==> config.mk <==
export PLATFORM = sky130hd
export DESIGN_NAME = uart_peripheral
export DESIGN_NICKNAME = d
export VERILOG_FILES = /design/src/rtl/uart_peripheral.sv
export SDC_FILE = /design/constraint.sdc
export NUM_CORES = 1
export LEC_CHECK = 0
export ABC_AREA = 1
export BUFFER_PORTS_ARGS = -buffer_cell sky130_fd_sc_hd__buf_2
export CELL_PAD_IN_SITES_DETAIL_PLACEMENT = 0
export CELL_PAD_IN_SITES_GLOBAL_PLACEMENT = 2
export CORE_MARGIN = 8
export CORE_UTILIZATION = 39
export CTS_CLUSTER_SIZE = 20
export DETAILED_ROUTE_END_ITERATION = 6
export PLACE_DENSITY = 0.87
export REMOVE_ABC_BUFFERS = 1
export SETUP_SLACK_MARGIN = 0.02
export SYNTH_ARGS = -nofsm -noshare
export SYNTH_HDL_FRONTEND = slang
export SYNTH_SLANG_ARGS = --single-unit
==> constraint.sdc <==
create_clock -name clock -period 3.9 [get_ports clock]
set_input_delay 0.585 -clock clock [delete_from_list [all_inputs] [get_ports clock]]
set_output_delay 0.585 -clock clock [all_outputs]
set_load 0.01 [all_outputs]
==> src/rtl/uart_peripheral.sv <==
// uart_peripheral: memory-mapped 8N1 UART; bus ack one cycle after any request, reads registered.
// No backpressure: TX writes while busy or disabled are dropped, an RX byte arriving while full sets overrun.
module uart_peripheral #(
  parameter logic [15:0] DEFAULT_DIVIDER = 16'd434,
  parameter int          ADDR_WIDTH      = 4
) (
  input  logic                  clock,
  input  logic                  resetb,
  input  logic                  bus_valid,
  input  logic                  bus_write,
  input  logic [ADDR_WIDTH-1:0] bus_addr,
  input  logic [31:0]           bus_wdata,
  output logic [31:0]           bus_rdata,
  output logic                  bus_ready,
  input  logic                  uart_rx,
  output logic                  uart_tx,
  output logic                  uart_irq
);

  localparam int AW = ADDR_WIDTH - 2;

  typedef enum logic [1:0] {RX_IDLE, RX_START, RX_DATA, RX_STOP} rx_state_t;

  logic        ready_q, ready_d;
  logic [31:0] rdata_q, rdata_d;
  logic        enable_q, enable_d;
  logic [15:0] divider_q, divider_d;
  logic        rx_s1_q, rx_s1_d, rx_s2_q, rx_s2_d;
  logic        tx_busy_q, tx_busy_d;
  logic        tx_out_q, tx_out_d;
  logic [15:0] tx_cnt_q, tx_cnt_d, tx_div_q, tx_div_d;
  logic [3:0]  tx_bit_q, tx_bit_d;
  logic [7:0]  tx_byte_q, tx_byte_d;
  rx_state_t   rx_state_q, rx_state_d;
  logic [15:0] rx_cnt_q, rx_cnt_d, rx_div_q, rx_div_d;
  logic [2:0]  rx_bit_q, rx_bit_d;
  logic [7:0]  rx_shift_q, rx_shift_d;
  logic [7:0]  rx_data_q, rx_data_d;
  logic        rx_avail_q, rx_avail_d;
  logic        rx_ovr_q, rx_ovr_d;
  logic        rx_ferr_q, rx_ferr_d;

  logic [AW-1:0] word;
  logic          is_cfg, is_status, is_rxd, is_txd;
  logic          accept, wr, rd, load_ok, line;
  logic [15:0]   eff_div;
  logic          unused_ok;

  assign word      = bus_addr[ADDR_WIDTH-1:2];
  assign is_cfg    = (word == AW'(0));
  assign is_status = (word == AW'(1));
  assign is_rxd    = (word == AW'(2));
  assign is_txd    = (word == AW'(3));
  assign accept    = bus_valid & ~ready_q;
  assign wr        = accept & bus_write;
  assign rd        = accept & ~bus_write;
  assign eff_div   = (divider_q < 16'd4) ? 16'd4 : divider_q;
  assign line      = rx_s2_q;
  // A read ack frees the holding register in the same cycle a new byte may land.
  assign load_ok   = ~rx_avail_q | (rd & is_rxd);
  assign unused_ok = ^{bus_wdata[31:17], bus_addr[1:0]};

  always_comb begin
    ready_d    = accept;
    rdata_d    = '0;
    enable_d   = enable_q;
    divider_d  = divider_q;
    rx_s1_d    = uart_rx;
    rx_s2_d    = rx_s1_q;
    tx_busy_d  = tx_busy_q;
    tx_out_d   = tx_out_q;
    tx_cnt_d   = tx_cnt_q;
    tx_div_d   = tx_div_q;
    tx_bit_d   = tx_bit_q;
    tx_byte_d  = tx_byte_q;
    rx_state_d = rx_state_q;
    rx_cnt_d   = rx_cnt_q;
    rx_div_d   = rx_div_q;
    rx_bit_d   = rx_bit_q;
    rx_shift_d = rx_shift_q;
    rx_data_d  = rx_data_q;
    rx_avail_d = rx_avail_q;
    rx_ovr_d   = rx_ovr_q;
    rx_ferr_d  = rx_ferr_q;

    if (rd) begin
      if (is_cfg)    rdata_d = {15'b0, enable_q, divider_q};
      if (is_status) rdata_d = {28'b0, rx_ferr_q, rx_ovr_q, tx_busy_q, rx_avail_q};
      if (is_rxd) begin
        rdata_d    = {24'b0, rx_data_q};
        rx_avail_d = 1'b0;
      end
    end
    if (wr && is_cfg) begin
      enable_d  = bus_wdata[16];
      divider_d = bus_wdata[15:0];
    end
    if (wr && is_status) begin
      rx_ovr_d  = rx_ovr_q & ~bus_wdata[2];
      rx_ferr_d = rx_ferr_q & ~bus_wdata[3];
    end

    // Bit period is re-latched at each boundary so divider writes apply to the next bit.
    if (!enable_q) begin
      tx_busy_d = 1'b0;
      tx_out_d  = 1'b1;
    end else if (tx_busy_q) begin
      if (tx_cnt_q == tx_div_q - 16'd1) begin
        tx_cnt_d = '0;
        tx_div_d = eff_div;
        if (tx_bit_q == 4'd9) begin
          tx_busy_d = 1'b0;
          tx_out_d  = 1'b1;
        end else begin
          tx_bit_d = tx_bit_q + 4'd1;
          tx_out_d = (tx_bit_q == 4'd8) ? 1'b1 : tx_byte_q[tx_bit_q[2:0]];
        end
      end else begin
        tx_cnt_d = tx_cnt_q + 16'd1;
      end
    end else if (wr && is_txd) begin
      tx_busy_d = 1'b1;
      tx_out_d  = 1'b0;
      tx_cnt_d  = '0;
      tx_bit_d  = '0;
      tx_div_d  = eff_div;
      tx_byte_d = bus_wdata[7:0];
    end

    if (!enable_q) begin
      rx_state_d = RX_IDLE;
    end else begin
      case (rx_state_q)
        RX_IDLE: begin
          if (!line) begin
            rx_state_d = RX_START;
            rx_cnt_d   = '0;
            rx_div_d   = eff_div;
          end
        end
        RX_START: begin
          if (rx_cnt_q == (rx_div_q >> 1) - 16'd1) begin
            rx_cnt_d = '0;
            rx_div_d = eff_div;
            rx_bit_d = '0;
            rx_state_d = line ? RX_IDLE : RX_DATA;
          end else begin
            rx_cnt_d = rx_cnt_q + 16'd1;
          end
        end
        RX_DATA: begin
          if (rx_cnt_q == rx_div_q - 16'd1) begin
            rx_cnt_d   = '0;
            rx_div_d   = eff_div;
            rx_shift_d = {line, rx_shift_q[7:1]};
            if (rx_bit_q == 3'd7) rx_state_d = RX_STOP;
            else                  rx_bit_d   = rx_bit_q + 3'd1;
          end else begin
            rx_cnt_d = rx_cnt_q + 16'd1;
          end
        end
        RX_STOP: begin
          if (rx_cnt_q == rx_div_q - 16'd1) begin
            rx_state_d = RX_IDLE;
            rx_cnt_d   = '0;
            // Set events are applied after W1C so a coinciding clear loses.
            if (load_ok) begin
              rx_data_d  = rx_shift_q;
              rx_avail_d = 1'b1;
            end else begin
              rx_ovr_d = 1'b1;
            end
            if (!line) rx_ferr_d = 1'b1;
          end else begin
            rx_cnt_d = rx_cnt_q + 16'd1;
          end
        end
        default: rx_state_d = RX_IDLE;
      endcase
    end
  end

  always_ff @(posedge clock or negedge resetb) begin
    if (!resetb) begin
      ready_q    <= 1'b0;
      rdata_q    <= '0;
      enable_q   <= 1'b0;
      divider_q  <= DEFAULT_DIVIDER;
      rx_s1_q    <= 1'b1;
      rx_s2_q    <= 1'b1;
      tx_busy_q  <= 1'b0;
      tx_out_q   <= 1'b1;
      tx_cnt_q   <= '0;
      tx_div_q   <= 16'd4;
      tx_bit_q   <= '0;
      tx_byte_q  <= '0;
      rx_state_q <= RX_IDLE;
      rx_cnt_q   <= '0;
      rx_div_q   <= 16'd4;
      rx_bit_q   <= '0;
      rx_shift_q <= '0;
      rx_data_q  <= '0;
      rx_avail_q <= 1'b0;
      rx_ovr_q   <= 1'b0;
      rx_ferr_q  <= 1'b0;
    end else begin
      ready_q    <= ready_d;
      rdata_q    <= rdata_d;
      enable_q   <= enable_d;
      divider_q  <= divider_d;
      rx_s1_q    <= rx_s1_d;
      rx_s2_q    <= rx_s2_d;
      tx_busy_q  <= tx_busy_d;
      tx_out_q   <= tx_out_d;
      tx_cnt_q   <= tx_cnt_d;
      tx_div_q   <= tx_div_d;
      tx_bit_q   <= tx_bit_d;
      tx_byte_q  <= tx_byte_d;
      rx_state_q <= rx_state_d;
      rx_cnt_q   <= rx_cnt_d;
      rx_div_q   <= rx_div_d;
      rx_bit_q   <= rx_bit_d;
      rx_shift_q <= rx_shift_d;
      rx_data_q  <= rx_data_d;
      rx_avail_q <= rx_avail_d;
      rx_ovr_q   <= rx_ovr_d;
      rx_ferr_q  <= rx_ferr_d;
    end
  end

  assign bus_ready = ready_q;
  assign bus_rdata = rdata_q;
  assign uart_tx   = tx_out_q;
  assign uart_irq  = rx_avail_q | rx_ovr_q;

endmodule

==> impl_metrics.tcl, run 1 <==
set metrics [dict create \
    drive_gt1_share_pct 19.15 \
    hold_class "in -> async" \
    path_clk_slew_ns 0.06 \
    tns_ns 0 \
    cts_setup_buffers 0 \
    wire_per_inst_um 14.19 \
    tritoncts "yes" \
    ys_ff_latch 139 \
    dp_hpwl_mm 14.18 \
    portBuffers 43 \
    syn2layout_area_growth_pct 11.37 \
    critical_path_class "reg -> reg" \
    hold_violations 0 \
    ant_nets 0 \
    finalClockSkew_ns 0.009715 \
    viasPerCell 4.690 \
    max_slew.worst_pin.slew_ns 0.9056 \
    peakVddDrop_v 0.0003505 \
    cp.arrival_ns 3.17 \
    grt_use_total_pct 15.20 \
    antenna_found_initial 0 \
    cts_buffer_depth 2 \
    synth.distinct_cells 43 \
    final_common_cell "nand2_1" \
    fillers 2128 \
    layout_common_cells "nand2_1 (254), dfrtp_1 (129), inv_1 (101)" \
    grt_pass1_vias 6385 \
    antennaDiodeCount 0 \
    cts_buffers 17 \
    clockRootBuffer "clkbuf_16" \
    synth_top_area_cell "dfrtp_1" \
    cts_resized 0 \
    endpoint_kind "flip-flop" \
    first_iter_violations 324 \
    synth_cells 1045 \
    placed_cell_area_um2 8736 \
    synth_edf_count 0 \
    postRouteWirelength_mm 19.31 \
    status "completed" \
    synth_top_area_share_pct 38.36 \
    yosys_warnings 0 \
    fp-row-count 53 \
    gp_congestion 0.7984 \
    netlist_area_um2 8416 \
    fin_area_um2 9373 \
    io_pins 76 \
    start_util_pct 39.91 \
    ctsHoldBuffers 0 \
    fmax_mhz 347.0 \
    maxCapViolations 0 \
    multi_input_area_um2 4239 \
    clk_latency_ns 0.42 \
    async_flop_share_pct 100.0 \
    grt_setup_unrepaired "no" \
    drc 0 \
    synthTopCellsByArea "dfrtp_1 (38%), nand2_1 (11%), xor2_1 (5.5%)" \
    dr.pass1.iters 5 \
    min_period_over_period_pct 73.90 \
    area.sequential_um2 3491 \
    overflow 0 \
    cts_sinks 139 \
    grt_max_degree 94 \
    die_area_um2 26530 \
    syn_area_per_cell_um2 8.053 \
    cts.htree.levels 4 \
    p_leak_uw 0.004418 \
    setup_viol 0 \
    slew_headroom_pct 39.63 \
    nNetsFinal 1124 \
    critPathLaunchType "flip-flop" \
    fp.dieH_um 162.9 \
    core-area_um2 21090 \
    required_ns 4.19 \
    p_per_area_nw_per_um2 647.4 \
    vias 6383 \
    grt_pass1_wl_mm 32.33 \
    period_minus_slack_ns 2.882 \
    ys.flop_type "dfrtp_1" \
    worst-path-max-fanout 32 \
    slew_viol_final 0 \
    yosysSeqAreaShare_pct 41.48 \
    die_w_um 162.9 \
]
==> path summary, 6_finish.rpt <==
kind	cells past startpoint	to	startpoint	slack, ns
worst min register to register	0	line	rx_s1_q	0.35
min in group clock	1	rx_s1_q	uart_rx	0.26
worst min-delay path	1	rx_bit_q[1]	resetb	0.25
worst max register to register	13	tx_div_q[9]	tx_div_q[0]	1.02
max in group asynchronous	2	divider_q[8]	resetb	2.79
worst max-delay path	13	tx_div_q[9]	tx_div_q[0]	1.02
==> critical path: stages (launching register included) <==
cell and delay, ns:
dfrtp_1 0.42, inv_1 0.09, ha_1 0.18, nand2_1 0.11
nor2_1 0.23, nand2_1 0.11, xor2_1 0.16, nand3_1 0.09
nor2_1 0.14, nand2_1 0.13, nand2_2 0.38, nand2_2 0.45
nand2_1 0.16, o21ai_1 0.07
==> stage by stage <==
step	hold WS, ns	instances	total power, uW	util [%]	setup WS [ns]
after floorplan	0.2894	1008	3832	-	1.416
after global placement	0.3468	1329	4332	41.43	0.9884
after detailed placement	0.3472	1329	4353	41.43	0.9221
after CTS	0.2333	1361	6149	44.45	0.9719
after global routing	0.2300	1361	6554	44.45	0.6109
final	0.2459	1361	6068	44.45	1.018
==> layout make-up <==
type                            instances  area share [%]
Multi-Input combinational cell        761           45.23
Sequential cell                       139           37.24
Clock buffer                           22           5.059
Inverter                              108           4.325
Tap cell                              275           3.671
Timing Repair Buffer                   46           2.737
Clock inverter                         10           1.735
==> cell usage after synthesis (7+ instances only) <==
cell type,n
a21oi_1,14
ha_1,10
o21ai_0,45
nand4_1,17
o21ai_1,21
nand2_1,254
buf_6,7
o21ai_2,42
nor2_2,12
nand3_1,48
nand2_2,29
inv_1,101
nor2_1,101
buf_4,17
buf_2,12
xnor2_1,37
clkbuf_1,13
dfstp_2,10
inv_2,7
nor2_4,10
xor2_1,53
nor3_1,10
dfrtp_1,129
==> flip-flops by register name, summed over array words and instances (netlist names), 3 cells and up <==
name        cells
rx_data_q       8
rx_cnt_q       16
divider_q      16
tx_bit_q        4
rx_div_q       16
bus_rdata      17
tx_div_q       16
rx_shift_q      8
tx_byte_q       8
rx_bit_q        3
tx_cnt_q       16
==> cells by family (layout without fill, tap and decap cells) <==
group,after synthesis,in the layout,synth area share [%]
fa+ha+maj,10,10,1.487
mux,7,7,0.9217
flops,139,139,41.48
other cells,1,15,0.04456
buf+inv,159,186,8.802
simple gates,505,505,27.59
compound gates,133,133,10.11
xor+xnor,91,91,9.560
==> per-layer routing <==
| metal | vias up | part of all wire (%) | global-route usage, % | wire [um] |
|---|---|---|---|---|
| met5 | - | 0 | 0 | 0 |
| met4 | 0 | 0.89 | 4.254 | 171 |
| met3 | 13 | 4.0 | 3.589 | 780 |
| met2 | 94 | 44 | 23.48 | 8562 |
| met1 | 2954 | 51 | 20.86 | 9791 |
| li1 | 3322 | - | - | - |
==> power breakdown <==
group | internal (uW) | switching, uW | leakage (uW)
combinational | 838 | 1340 | 0.00229
sequential | 1750 | 382 | 0.00182
clock | 1120 | 639 | 0.000307
total | 3710 | 2360 | 0.00442
Power figures use the tool's default switching activity.
==> inputs of run 2 (changes only) <==
- CORE_UTILIZATION: 39 -> 33
- PLACE_DENSITY: 0.87 -> 0.79
- clock period: 3.9 -> 2.6 ns (I/O delays scaled with it)
==> run 2 against run 1 <==
Clock power rose by 42%. Via count increased by 1.6%. Worst hold slack got worse by 0.19 ns. Fmax is 19% higher. Die area grew 16%. Wire length up 4.3%. Sequential power grew 49%. Critical endpoint is now rx_div_q[9]. Largest cell class unchanged.
==> impl_metrics.tcl, run 2 (synthesized netlist as in run 1, its figures left out) <==
set metrics [dict create \
    antenna_found_initial 0 \
    ant_nets 0 \
    tns_ns 0 \
    hold_depth 1 \
    portBuffers 43 \
    fillers 2665 \
    peakVddDrop_v 0.0003900 \
    endpoint_kind "flip-flop" \
    clockRootBuffer "clkbuf_16" \
    grt_pass1_wl_mm 33.85 \
    grt_max_degree 56 \
    final_common_cell "nand2_1" \
    grt_pass1_vias 6564 \
    setup_viol 0 \
    r2r_cells 14 \
    grt_setup_unrepaired "yes" \
    reg2reg_slack_ns 0.18 \
    critPathLaunchType "flip-flop" \
    largest_reg_flops 17 \
    path_clk_slew_ns 0.06 \
    antennaDiodeCount 0 \
    postRouteWirelength_mm 20.14 \
    layout_common_cells "nand2_1 (254), dfrtp_1 (129), inv_1 (100)" \
    slew_viol_final 0 \
    io_pins 76 \
    hold_class "in -> reg" \
    clk_latency_ns 0.42 \
    grt_use_total_pct 13.62 \
    cts_sinks 139 \
    syn2layout_area_growth_pct 14.50 \
    drive_gt1_share_pct 21.27 \
    core-area_um2 25110 \
    cp.arrival_ns 2.72 \
    finalClockSkew_ns 0.009237 \
    max_slew.worst_pin.slew_ns 0.5830 \
    cts_buffer_depth 2 \
    tritoncts "yes" \
    die_area_um2 30870 \
    fp-row-count 58 \
    period_minus_slack_ns 2.419 \
    vias 6486 \
    hold_violations 0 \
    dp_hpwl_mm 14.98 \
    critical_path_class "reg -> reg" \
    overflow 0 \
    wire_per_inst_um 14.04 \
    first_iter_violations 297 \
    required_ns 2.91 \
    nNetsFinal 1143 \
    drc 0 \
    p_leak_uw 0.004478 \
    cts_buffers 17 \
    viasPerCell 4.520 \
    worst-path-max-fanout 32 \
    slew_headroom_pct 61.13 \
    postLayoutCoreUtil_pct 38.37 \
    start_util_pct 33.52 \
    cts.htree.levels 4 \
    p_per_area_nw_per_um2 949.8 \
    status "completed" \
    die_w_um 175.7 \
    dr.pass1.iters 4 \
    gp_congestion 0.7972 \
    fmax_mhz 413.5 \
    min_period_over_period_pct 93.02 \
    fp.dieH_um 175.7 \
    maxCapViolations 0 \
]
run 2: cell type report:
cell class                 instances  area (um^2)  area share, %
clock inverter                    11        131.4          1.363
multi-input combinational        763         4313          44.76
tap                              330        412.9          4.285
clock buffer                      21        470.5          4.882
timing repair buffer              63        411.6          4.272
sequential                       139         3491          36.23
inverter                         108        405.4          4.207
run 2: report_power, final:
group	total, uW	leakage [uW]	internal [uW]	switching, uW
Clock	2500	0.000287	1500	995
Combinational	3470	0.00238	1370	2110
Sequential	3180	0.00182	2620	559
run 2: worst paths after layout:
check / start / end
min in group asynchronous: resetb / tx_cnt_q[14]
max reg2reg: rx_div_q[2] / rx_div_q[9]
min reg2reg: rx_s1_q / line
max: rx_div_q[2] / rx_div_q[9]
min: uart_rx / rx_s1_q
max in group asynchronous: resetb / divider_q[8]
run 2: worst max-delay path, stage by stage, from the launching register on:
cell and delay (ns):
dfstp_2 0.38, buf_4 0.13, nor2_2 0.17, nand2_2 0.13, nor2_1 0.24, nand2_1 0.08, nand2_1 0.15, nand4_1 0.11
nor2_1 0.17, nand3_2 0.16, nand2_4 0.15, nand3_4 0.08, buf_12 0.18, nand2_1 0.10, o21ai_2 0.05
run 2: what timing repair did:
item / in CTS / in global routing
pin swaps: 0 / 5
cloned: 0 / 2
hold buffers: 1 / 0
setup endpoints to repair: 1 / 70
resized for setup: 1 / 13
buffers inserted: 0 / 2
hold endpoints to repair: 48 / 0
run 2: routing by layer:
metal  track usage [%]  share of wire (%)  vias to the layer above
met2             21.07                 44                       77
met1             18.71                 51                     3028
met4             3.144               0.76                        0
met3             3.500                4.1                       13
li1                  -                  -                     3368
met5                 0                  0                        -
run 2: through the flow:
step	power, uW	std cells	hold WS, ns	cell area (um^2)	setup slack (ns)
finish	9152	1435	0.05938	9635	0.1814
global route	9934	1435	0.04002	9635	0.004191
CTS	9210	1431	0.04312	9555	0.05108
detailed placement	6643	1398	0.3490	8935	0.02130
global placement	6614	1398	0.3471	8935	0.09822
floorplan	5749	1008	0.09441	8133	0.2562
